[src/rtl/cpu_run_ctrl.sv]
// Run/step controller for the picoMIPS core: one clk domain, one-cycle cpu_en,
// prescaled free-run, debounced single-step and sticky halt, with an enable counter.
module cpu_run_ctrl #(
  parameter int unsigned DIV        = 5000000,
  parameter int unsigned DEB_CYCLES = 500000,
  parameter int unsigned CNT_W      = 16
) (
  input  logic             clk,
  input  logic             rst_n,
  input  logic             run,
  input  logic             step_btn,
  input  logic             halt_req,
  input  logic             clr_halt,
  output logic             cpu_en,
  output logic [1:0]       state,
  output logic [CNT_W-1:0] en_count
);

  localparam int unsigned PW = (DIV > 1) ? $clog2(DIV) : 1;
  localparam int unsigned DW = (DEB_CYCLES > 1) ? $clog2(DEB_CYCLES) : 1;
  localparam logic [PW-1:0] PRE_MAX = PW'(DIV - 1);
  localparam logic [DW-1:0] DEB_MAX = DW'(DEB_CYCLES - 1);

  typedef enum logic [1:0] {
    IDLE   = 2'b00,
    RUN    = 2'b01,
    STEP   = 2'b10,
    HALTED = 2'b11
  } state_t;

  state_t        st;
  logic [PW-1:0] pre;
  logic          sync1, sync2;
  logic          deb_lvl;
  logic [DW-1:0] deb_cnt;
  logic          step_pulse;

  // Step button: 2-FF synchronizer, level debounce, rising-edge pulse.
  always_ff @(posedge clk or negedge rst_n) begin
    if (!rst_n) begin
      sync1      <= 1'b0;
      sync2      <= 1'b0;
      deb_lvl    <= 1'b0;
      deb_cnt    <= '0;
      step_pulse <= 1'b0;
    end else begin
      sync1      <= step_btn;
      sync2      <= sync1;
      step_pulse <= 1'b0;
      if (sync2 == deb_lvl) begin
        deb_cnt <= '0;
      end else if (deb_cnt == DEB_MAX) begin
        deb_lvl    <= sync2;
        deb_cnt    <= '0;
        step_pulse <= sync2;
      end else begin
        deb_cnt <= deb_cnt + DW'(1);
      end
    end
  end

  // Prescaler is only non-zero while staying in RUN, so every entry starts from 0.
  always_ff @(posedge clk or negedge rst_n) begin
    if (!rst_n) begin
      st  <= IDLE;
      pre <= '0;
    end else begin
      case (st)
        IDLE: begin
          pre <= '0;
          if (run)             st <= RUN;
          else if (step_pulse) st <= STEP;
        end
        RUN: begin
          if (halt_req) begin
            st  <= HALTED;
            pre <= '0;
          end else if (!run) begin
            st  <= IDLE;
            pre <= '0;
          end else begin
            pre <= (pre == PRE_MAX) ? '0 : pre + PW'(1);
          end
        end
        STEP: begin
          pre <= '0;
          if (halt_req) st <= HALTED;
          else if (run) st <= RUN;
          else          st <= IDLE;
        end
        HALTED: begin
          pre <= '0;
          if (clr_halt) st <= IDLE;
        end
        default: begin
          st  <= IDLE;
          pre <= '0;
        end
      endcase
    end
  end

  always_comb begin
    cpu_en = ((st == RUN) && (pre == PRE_MAX)) || (st == STEP);
    state  = st;
  end

  always_ff @(posedge clk or negedge rst_n) begin
    if (!rst_n) begin
      en_count <= '0;
    end else if (cpu_en && (en_count != '1)) begin
      en_count <= en_count + CNT_W'(1);
    end
  end

endmodule

[config.mk]
export PLATFORM = sky130hd
export DESIGN_NAME = cpu_run_ctrl
export DESIGN_NICKNAME = d
export VERILOG_FILES = /design/src/rtl/cpu_run_ctrl.sv
export SDC_FILE = /design/constraint.sdc
export NUM_CORES = 1
export LEC_CHECK = 0
export ABC_AREA = 1
export CORE_UTILIZATION = 47
export CTS_CLUSTER_DIAMETER = 30
export DETAILED_ROUTE_END_ITERATION = 10
export PLACE_DENSITY = 0.73
export SLEW_MARGIN = 20
export SYNTH_ARGS = -nofsm -noshare
export SYNTH_HDL_FRONTEND = slang
export SYNTH_SLANG_ARGS = --single-unit
[constraint.sdc]
create_clock -name clk -period 2.33 [get_ports clk]
set_input_delay 0.699 -clock clk [delete_from_list [all_inputs] [get_ports clk]]
set_output_delay 0.699 -clock clk [all_outputs]
set_load 0.01 [all_outputs]
==> impl_metrics.env <==
export IMPL_worstPathArrival_ns=1.46
export IMPL_place_area_um2=4050
export IMPL_cp_required_ns=1.63
export IMPL_crit_start="pre[0]"
export IMPL_syn_area_um2=3680
export IMPL_ys_warn_count=0
export IMPL_combPwrFrac=0.206
export IMPL_syn_area_per_cell_um2=7.55
export IMPL_holdCritPathClass="in2async"
export IMPL_die_area_um2=8190
export IMPL_synth_adder_area_share=0.0102
export IMPL_fin_util=0.573
export IMPL_crit_type="reg2out"
export IMPL_numCtsBuffers=9
export IMPL_gp_congestion=0.867
export IMPL_final_nets=532
export IMPL_synthToLayoutAreaGrowth_pct=15.4
export IMPL_finClkSkew_ns=0.00714
export IMPL_muxShareOfSynthArea=0
export IMPL_power_frac_seq=0.451
export IMPL_start_kind="flop"
export IMPL_num_rows=31
export IMPL_finalCriticalPeriod_ns=2.16
export IMPL_report_final_slew_viol_count=0
export IMPL_p_switching_w=0.000832
export IMPL_r2r_start="pre[0]"
export IMPL_drive_gt1_frac=0.112
export IMPL_grt_use_met1=0.266
export IMPL_relSlewSlack=0.771
export IMPL_setup_tns_ns=0
export IMPL_synth_top_cell_area_share=0.435
export IMPL_setup_viol=0
export IMPL_clock_path_buffers=2
export IMPL_syn_inst=488
export IMPL_overflow=0
export IMPL_post_route_drc_count=0
export IMPL_cts_sinks=64
export IMPL_clk_pin_slew_worst_paths_ns=0.07
export IMPL_drt_wl_total_mm=7.67
export IMPL_postCtsHoldBufs=0
export IMPL_stdcell_area_um2=4250
export IMPL_p_int_w=0.00192
export IMPL_yosysUniqueCellTypes=34
export IMPL_cts_tree="yes"
export IMPL_worst_pin_slew_ns=0.341
export IMPL_ioPinCount=25
export IMPL_switching_share=0.303
export IMPL_grt_pass1_wl_mm=13.8
export IMPL_antenna_found_initial=0
export IMPL_grt_usage=0.206
export IMPL_p_leak_nw=1.88
export IMPL_rsz0062_at_grt="no"
export IMPL_end_kind="primary output"
export IMPL_grt_use_met2=0.344
export IMPL_outcome="finished clean"
export IMPL_dpl_hpwl_mm=5.59
export IMPL_max_freq_mhz=463
export IMPL_layout_common_cells="117 x nand2_1, 88 x nor2_1, 64 x dfrtp_1"
export IMPL_num_vias=3194
export IMPL_crit_fanout=3
export IMPL_pwr_density_cell_nw_per_um2=647
export IMPL_avgViaCountPerCell=5.09
export IMPL_yosys_area_share_xor_xnor=0.0499
export IMPL_die_w_um=90.5
export IMPL_fp_dieH_um=90.5
export IMPL_grt_max_degree=65
export IMPL_cts_root_buf="clkbuf_8"
export IMPL_grt_busiest_layer="met2"
export IMPL_wl_per_cell_um=12.2
export IMPL_fin_crit_sh=0.928
export IMPL_synthTopCellsByArea="dfrtp_1 43%, nand2_1 12%, nor2_1 9.0%, nand3_1 6.1%, inv_1 5.1%"
export IMPL_hold_violations=0
export IMPL_post_synth_top_area_cell="dfrtp_1"
export IMPL_maxCapViolCount=0
export IMPL_layout_cells_most_common="nand2_1"
export IMPL_initial_core_util=0.497
export IMPL_drt_antenna_violating_nets=0
export IMPL_vdd_ir_drop_worst_v=0.000453
export IMPL_cts_setup_buffers=0
export IMPL_grt_pass1_vias=3122
export IMPL_grtUsageMet3=0.0480
export IMPL_clockPowerShare=0.343
export IMPL_synth_top_family_by_area="simple AND/OR/NAND/NOR gates"
export IMPL_synth_yosys_seq_area_share=0.435
export IMPL_clk_latency_ns=0.34
export IMPL_ys_ff_latch=64
export IMPL_core_um2=7410
export IMPL_first_pass_iters=4
export IMPL_io_buffers=24
export IMPL_synth_compound_area_share=0.0357
export IMPL_synthesis_nets=497
export IMPL_drtIter0Drc=172
export IMPL_synth_simple_area_share=0.398
export IMPL_num_antenna_cells=0
export IMPL_htree_num_levels=3
export IMPL_whs_ns=0.358
critical path: stages, from the launching register on:
cell and delay, ns:
dfrtp_1 0.37, ha_2 0.20, nand3_1 0.09, nor2_1 0.12, nand4_1 0.12, nand2_2 0.09
clkbuf_2 0.13
power groups by stage:
stage               logic [W]  registers [W]  clock network (W)
floorplan            0.000330        0.00128                  0
global placement     0.000566        0.00126                  0
detailed placement   0.000578        0.00126                  0
CTS                  0.000577        0.00124           0.000971
global route         0.000644        0.00125            0.00101
finish               0.000567        0.00124           0.000943
what timing repair did:
| item | 4_1_cts | 5_1_grt |
|---|---|---|
| gates cloned | 0 | 0 |
| endpoints found under the setup margin | 1 | 1 |
| gates resized for setup | 2 | 2 |
kinds of logic after synthesis:
logic type / Yosys count
simple gates: 313
xor+xnor: 21
compound gates: 24
buf+inv: 63
flops: 64
fa+ha+maj: 3
synthesized netlist by cell type:
cell type	count
nand2_1	117
nor2_1	88
dfrtp_1	64
inv_1	50
nand3_1	45
nor3_1	21
xor2_1	16
a21oi_1	13
nand4_1	8
nand2_2	7
nor2_2	7
inv_2	6
nor2_4	5
o21ai_0	5
xnor2_1	5
buf_6	3
ha_1	3
nor3b_1	3
nor4_1	3
a211oi_1	2
a31oi_1	2
clkbuf_1	2
nand4_4	2
a31o_2	1
buf_2	1
buf_4	1
nand3_2	1
nand3_4	1
nand3b_1	1
nand4_2	1
nor3_2	1
nor3_4	1
nor3b_2	1
o21ai_1	1
final timing paths:
kind	end	slack [ns]	cells past startpoint
min in group clk	sync2	0.36	0
setup reg to reg	pre[16]	0.63	10
hold reg to reg	sync2	0.36	0
setup / recovery	cpu_en	0.17	6
max in group asynchronous	en_count[3]	1.69	2
hold / removal	pre[20]	0.36	2
sequential cells by signal (all words and copies together), names as in the netlist:
signal and flops:
pre 23, deb_cnt 19, en_count 16, state 2, deb_lvl 1, step_pulse 1
sync1 1, sync2 1
final cells by class:
| cell class | instances | area [µm²] |
|---|---|---|
| sequential | 64 | 1600 |
| inverter | 56 | 210 |
| timing repair buffer | 31 | 295 |
| clock buffer | 11 | 141 |
| clock inverter | 5 | 56.3 |
| tap | 99 | 124 |
| multi-input combinational | 361 | 1820 |
| fill | 673 | 3160 |
layer usage:
metal / wire, µm / vias up
met2: 3670 / 50
met5: 0 / -
met3: 261 / 12
met1: 3640 / 1497
li1: - / 1635
met4: 102 / 0
per-stage QoR:
| stage | setup slack [ns] | std cells | power [W] |
|---|---|---|---|
| floorplan | 0.476 | 488 | 0.00161 |
| global placement | 0.125 | 611 | 0.00182 |
| detailed placement | 0.102 | 611 | 0.00184 |
| CTS | 0.0279 | 627 | 0.00279 |
| global route | 0.0594 | 627 | 0.00290 |
| finish | 0.168 | 627 | 0.00275 |
Power figures use the tool's default switching activity.
==> RTL change 1, RTL diff (same flow settings) <==
Set the parameter `CNT_W` to 14 (it was 16).
--- a/src/rtl/cpu_run_ctrl.sv
+++ b/src/rtl/cpu_run_ctrl.sv
@@ -4,5 +4,5 @@
   parameter int unsigned DIV        = 5000000,
   parameter int unsigned DEB_CYCLES = 500000,
-  parameter int unsigned CNT_W      = 16
+  parameter int unsigned CNT_W      = 14
 ) (
   input  logic             clk,
Ports: changed (resized en_count); port bits go from 25 to 23. The function was not compared with the original's and may differ.
==> RTL change 1 against the original RTL <==
Clock skew increased by 1.4 ps; area after synthesis decreased by 4.3%; worst setup slack got worse by 43 ps; design area decreased by 2.2%; sequential cell count decreased by 2; routed wire length increased by 2.8%; combinational power decreased by 5.3%; via count decreased by 0.53%; power decreased by 1.1%; maximum frequency decreased by 1.9%.
==> RTL change 1: results (changes against the original RTL) <==
metric,value,unit,change
worstSetupStartpoint,pre[14],,was pre[0]
drt_iter0_drc,260,,was 172
final-setup-viol-count,0,,unchanged
grt_max_degree,63,,was 65
ys_warn_count,0,,unchanged
viasPerCell,5.05,,was 5.09
grt_pass1_wl,13.2,mm,was 13.8 mm
p_leak,1.88,nW,about the same
synth_mux_area_share,0,%,unchanged
wl,7.89,mm,was 7.67 mm
hpwl,5.70,mm,was 5.59 mm
cts_max_level,3,,unchanged
synth-compound-area-share,3.30,%,was 3.57%
grt_use_total,22.1,%,was 20.6%
status,finished clean,,unchanged
synth_nets,492,,was 497
antenna_found_initial,0,,unchanged
io_buffers,22,,was 24
clock-skew-final,8.54,ps,was 7.14 ps
diodes,0,,unchanged
timing.rr.start,en_count[0],,was pre[0]
intPower,1.91,mW,was 1.92 mW
drive_above_1_share,10.0,%,was 11.2%
hp-class,in2async,,unchanged
crit_arrival,1510,ps,was 1460 ps
synth_common_cells,"122 x nand2_1, 96 x nor2_1, 62 x dfrtp_1, 51 x inv_1, 42 x nand3_1",,"was 117 x nand2_1, 88 x nor2_1, 64 x dfrtp_1, 50 x inv_1, 45 x nand3_1"
grt_pass1_vias,2931,,was 3122
synth-async-reset-ratio,100,%,unchanged
vdd_drop_max,0.323,mV,was 0.453 mV
synth_xor_area_share,4.72,%,was 4.99%
grt_use_met2,34.9,%,was 34.4%
use_met1,29.2,%,was 26.6%
gp_congestion,0.946,,was 0.867
use_met3,3.17,%,was 4.80%
synth_ff_type,dfrtp_1,,unchanged
clk_pin_slew,70,ps,about the same
synth_fa_ha_area_share,1.07,%,was 1.02%
synthDistinctLibCells,29,,was 34
yosysSeqAreaShare,44.0,%,was 43.5%
synth_area_leaders,"dfrtp_1 44%, nand2_1 13%, nor2_1 10%",,"was dfrtp_1 43%, nand2_1 12%, nor2_1 9.0%"
ctsRootBufferMaster,clkbuf_8,,unchanged
nets,534,,was 532
cts_buffers,9,,unchanged
drt-pass1-iter-count,4,,unchanged
cts_max_path_buffers,2,,unchanged
reg_top3,"pre: 23 flops, deb_cnt: 19 flops, en_count: 14 flops",,"was pre: 23 flops, deb_cnt: 19 flops, en_count: 16 flops"
crit_fanout,3,,unchanged
worst_pin_slew,407,ps,was 341 ps
clkLatencyLatePin,340,ps,about the same
placed_cell_area,3940,um2,was 4050 um2
==> RTL change 1: changes by cell type after synthesis, moves of 3 or more <==
cell / delta
nor2_1: +8
a21oi_1: -5
nand4_1: +8
nand3_1: -3
nand2_2: -7
nor2_2: -3
nor2_4: -4
buf_2: +4
nor3_1: -3
nor3b_1: +3
nand2_1: +5
==> RTL change 1: worst paths after layout <==
| path | slack, ps | cells after the start | end |
|---|---|---|---|
| hold reg to reg | 360 | 0 | sync2 |
| hold / removal | 350 | 2 | deb_cnt[16] |
| setup reg to reg | 480 | 7 | en_count[13] |
| min in group clk | 360 | 0 | sync2 |
| setup / recovery | 130 | 7 | cpu_en |
| max in group asynchronous | 1690 | 2 | deb_lvl |
==> RTL change 1: cell families after synthesis <==
kind of cell / after synthesis
simple gates: 314
buf+inv: 64
fa+ha+maj: 3
flops: 62
compound gates: 21
xor+xnor: 19
==> RTL change 1: cell type report <==
class	instances	area (um2)
fillers	690	3100
multi-input cells	357	1720
flip-flops and latches	62	1550
repair buffers	37	335
inverters	58	218
clock buffers	12	155
well taps	99	124
clock inverters	4	45.0
==> RTL change 1: critical path: stages (launching register included) <==
cell and delay [ps]:
dfrtp_1 360, inv_2 50, nor2_1 150, nand2_1 70, nor2_1 150, nand4_1 140, nand2_2 110, clkbuf_2 130
==> RTL change 1: metal layers <==
metal | wire length (um) | part of all wire (%)
met1 | 3630 | 46
met2 | 3760 | 48
met3 | 262 | 3.3
met4 | 239 | 3.0
met5 | 0 | 0
==> RTL change 1: metrics by stage <==
step	hold slack [ps]	worst slack, ps	utilization [%]	instances
5_1_grt	375	7.14	57.3	629
3_5_place_dp	343	63.6	54.4	612
3_3_place_gp	338	102	54.4	612
6_report	353	125	57.3	629
2_1_floorplan	331	421	-	483
4_1_cts	358	13.3	57.3	629
==> RTL change 1: power groups by stage <==
stage / combinational, mW / sequential, mW / clock (mW)
after detailed placement: 0.547 / 1.24 / 0
after global placement: 0.534 / 1.24 / 0
after floorplan: 0.292 / 1.26 / 0
after global routing: 0.608 / 1.23 / 1.04
final: 0.537 / 1.22 / 0.962
after CTS: 0.549 / 1.22 / 0.990
==> RTL change 1: timing repair <==
action | CTS | global route
setup buffers | 1 | 0
gates resized for setup | 4 | 2
gates cloned | 0 | 0
setup endpoints to repair | 1 | 1
pin swaps | 0 | 1
==> RTL change 2, RTL diff (config.mk and constraints unchanged) <==
Made on the original files. Reset style: synchronous (`rst_n`), changed in 3 clocked blocks.
--- a/src/rtl/cpu_run_ctrl.sv
+++ b/src/rtl/cpu_run_ctrl.sv
@@ -37,5 +37,5 @@
 
   // Step button: 2-FF synchronizer, level debounce, rising-edge pulse.
-  always_ff @(posedge clk or negedge rst_n) begin
+  always_ff @(posedge clk) begin
     if (!rst_n) begin
       sync1      <= 1'b0;
@@ -61,5 +61,5 @@
 
   // Prescaler is only non-zero while staying in RUN, so every entry starts from 0.
-  always_ff @(posedge clk or negedge rst_n) begin
+  always_ff @(posedge clk) begin
     if (!rst_n) begin
       st  <= IDLE;
@@ -106,5 +106,5 @@
   end
 
-  always_ff @(posedge clk or negedge rst_n) begin
+  always_ff @(posedge clk) begin
     if (!rst_n) begin
       en_count <= '0;
Check against the original RTL: differs if rst_n is asserted again (counterexample within 4 cycles, from zero or initial values and one cycle with rst_n low); with rst_n held inactive, the same outputs for 10 cycles.
==> RTL change 2 against the original RTL <==
Register-to-register slack lost 40 ps; routed wire length shrank 11%; via count is 0.97% lower; utilization increased by 0.84 points; non-clock buffer count is 4 higher; area after synthesis decreased by 10%; sequential cell count unchanged; count of clock-buffer cells in the layout is 2 lower; worst setup slack gained 2.1 ps; design area is 7.0% lower.
Power is not compared: it rests on default switching activity, and its combinational part moved more than twofold at a synthesized area within 25%.
==> RTL change 2: results (changes against the original RTL) <==
metric,value,unit,change
critPathSlowestCell,dfxtp_1,,was dfrtp_1
hp-class,reg2reg,,was in2async
viasPerCell,5.00,,was 5.09
seq_share,32.4,%,was 37.7%
synth-async-reset-ratio,0,%,was 100%
fillers,651,,was 673
synth_area_leaders,"dfxtp_1 39%, nand2_1 11%, nor2_1 11%",,"was dfrtp_1 43%, nand2_1 12%, nor2_1 9.0%"
synth_nets,502,,was 497
r2r-end,deb_cnt[14],,was pre[16]
slowest_delay,340,ps,was 370 ps
drt_iter0_drc,127,,was 172
hold_depth,2,,
gp_congestion,0.873,,was 0.867
ff2ff_setup_slack,590,ps,was 630 ps
grt_use_total,19.5,%,was 20.6%
hpwl,5.03,mm,was 5.59 mm
ff2ff_path_depth,8,,was 10
drt-pass1-iter-count,4,,unchanged
clkLatencyLatePin,360,ps,was 340 ps
placed_cell_area,3700,um2,was 4050 um2
yosysSeqAreaShare,38.7,%,was 43.5%
worst_pin_slew,437,ps,was 341 ps
worstSetupStartpoint,pre[0],,unchanged
grt_max_degree,28,,was 65
grt_pass1_vias,2663,,was 3122
cts_max_path_buffers,2,,unchanged
multiInputGateArea,1760,um2,was 1820 um2
synth_common_cells,"101 x nand2_1, 99 x nor2_1, 64 x dfxtp_1, 57 x inv_1, 44 x nand3_1",,"was 117 x nand2_1, 88 x nor2_1, 64 x dfrtp_1, 50 x inv_1, 45 x nand3_1"
status,finished clean,,unchanged
cts_resized,4,,was 2
clkbuf_count,9,,was 11
nets,541,,was 532
synth-seq-cells,64,,unchanged
pg_clk,1.17,mW,
buffer_area_share,8.04,%,was 6.95%
ant_nets,0,,unchanged
grt_pass1_wl,11.4,mm,was 13.8 mm
cts_setup_buffers,0,,unchanged
diodes,0,,unchanged
clk_pin_slew,70,ps,about the same
io_buffers,24,,unchanged
cp_top_family,simple AND/OR/NAND/NOR gates,,unchanged
nMultiInputCombCells,362,,was 361
globalRouteOverflowTotal,0,,unchanged
inverters_excl_clock,60,,was 56
stdcell_area,3950,um2,was 4250 um2
clock-skew-final,16.7,ps,was 7.14 ps
wl,6.81,mm,was 7.67 mm
crit_fanout,3,,unchanged
syn_area_per_cell,6.72,um2,was 7.55 um2
timing.rr.start,deb_cnt[0],,was pre[0]
clk_share,6.17,%,was 4.65%
synthDistinctLibCells,33,,was 34
p_leak,1.38,nW,
ctsRootBufferMaster,clkbuf_8,,unchanged
cts_max_level,3,,unchanged
whs,422,ps,was 358 ps
drive_above_1_share,11.0,%,was 11.2%
signal_buffers,35,,was 31
-- RTL change 2: stage by stage --
step	std cells	worst slack, ps
2_1_floorplan	493	464
3_3_place_gp	617	89.2
3_5_place_dp	617	69.0
4_1_cts	633	27.7
5_1_grt	633	17.5
6_report	633	170
-- RTL change 2: cell families (layout without fill, tap and decap cells) --
group	count (synthesis)	after routing	synth area share, %
adder cells (fa/ha/maj)	3	3	1.13
flip-flops	64	64	38.7
AND/OR/NAND/NOR	300	300	41.0
buffers and inverters	67	111	8.39
AO/OA/AOI/OAI	45	45	7.14
XOR/XNOR	14	14	3.70
-- RTL change 2: metal layers --
layer / global-route usage (%) / vias to the layer above / wire length (um)
li1: - / 1665 / -
met1: 24.7 / 1438 / 3320
met2: 31.3 / 51 / 3150
met3: 3.18 / 9 / 239
met4: 10.9 / 0 / 108
met5: 0 / - / 0
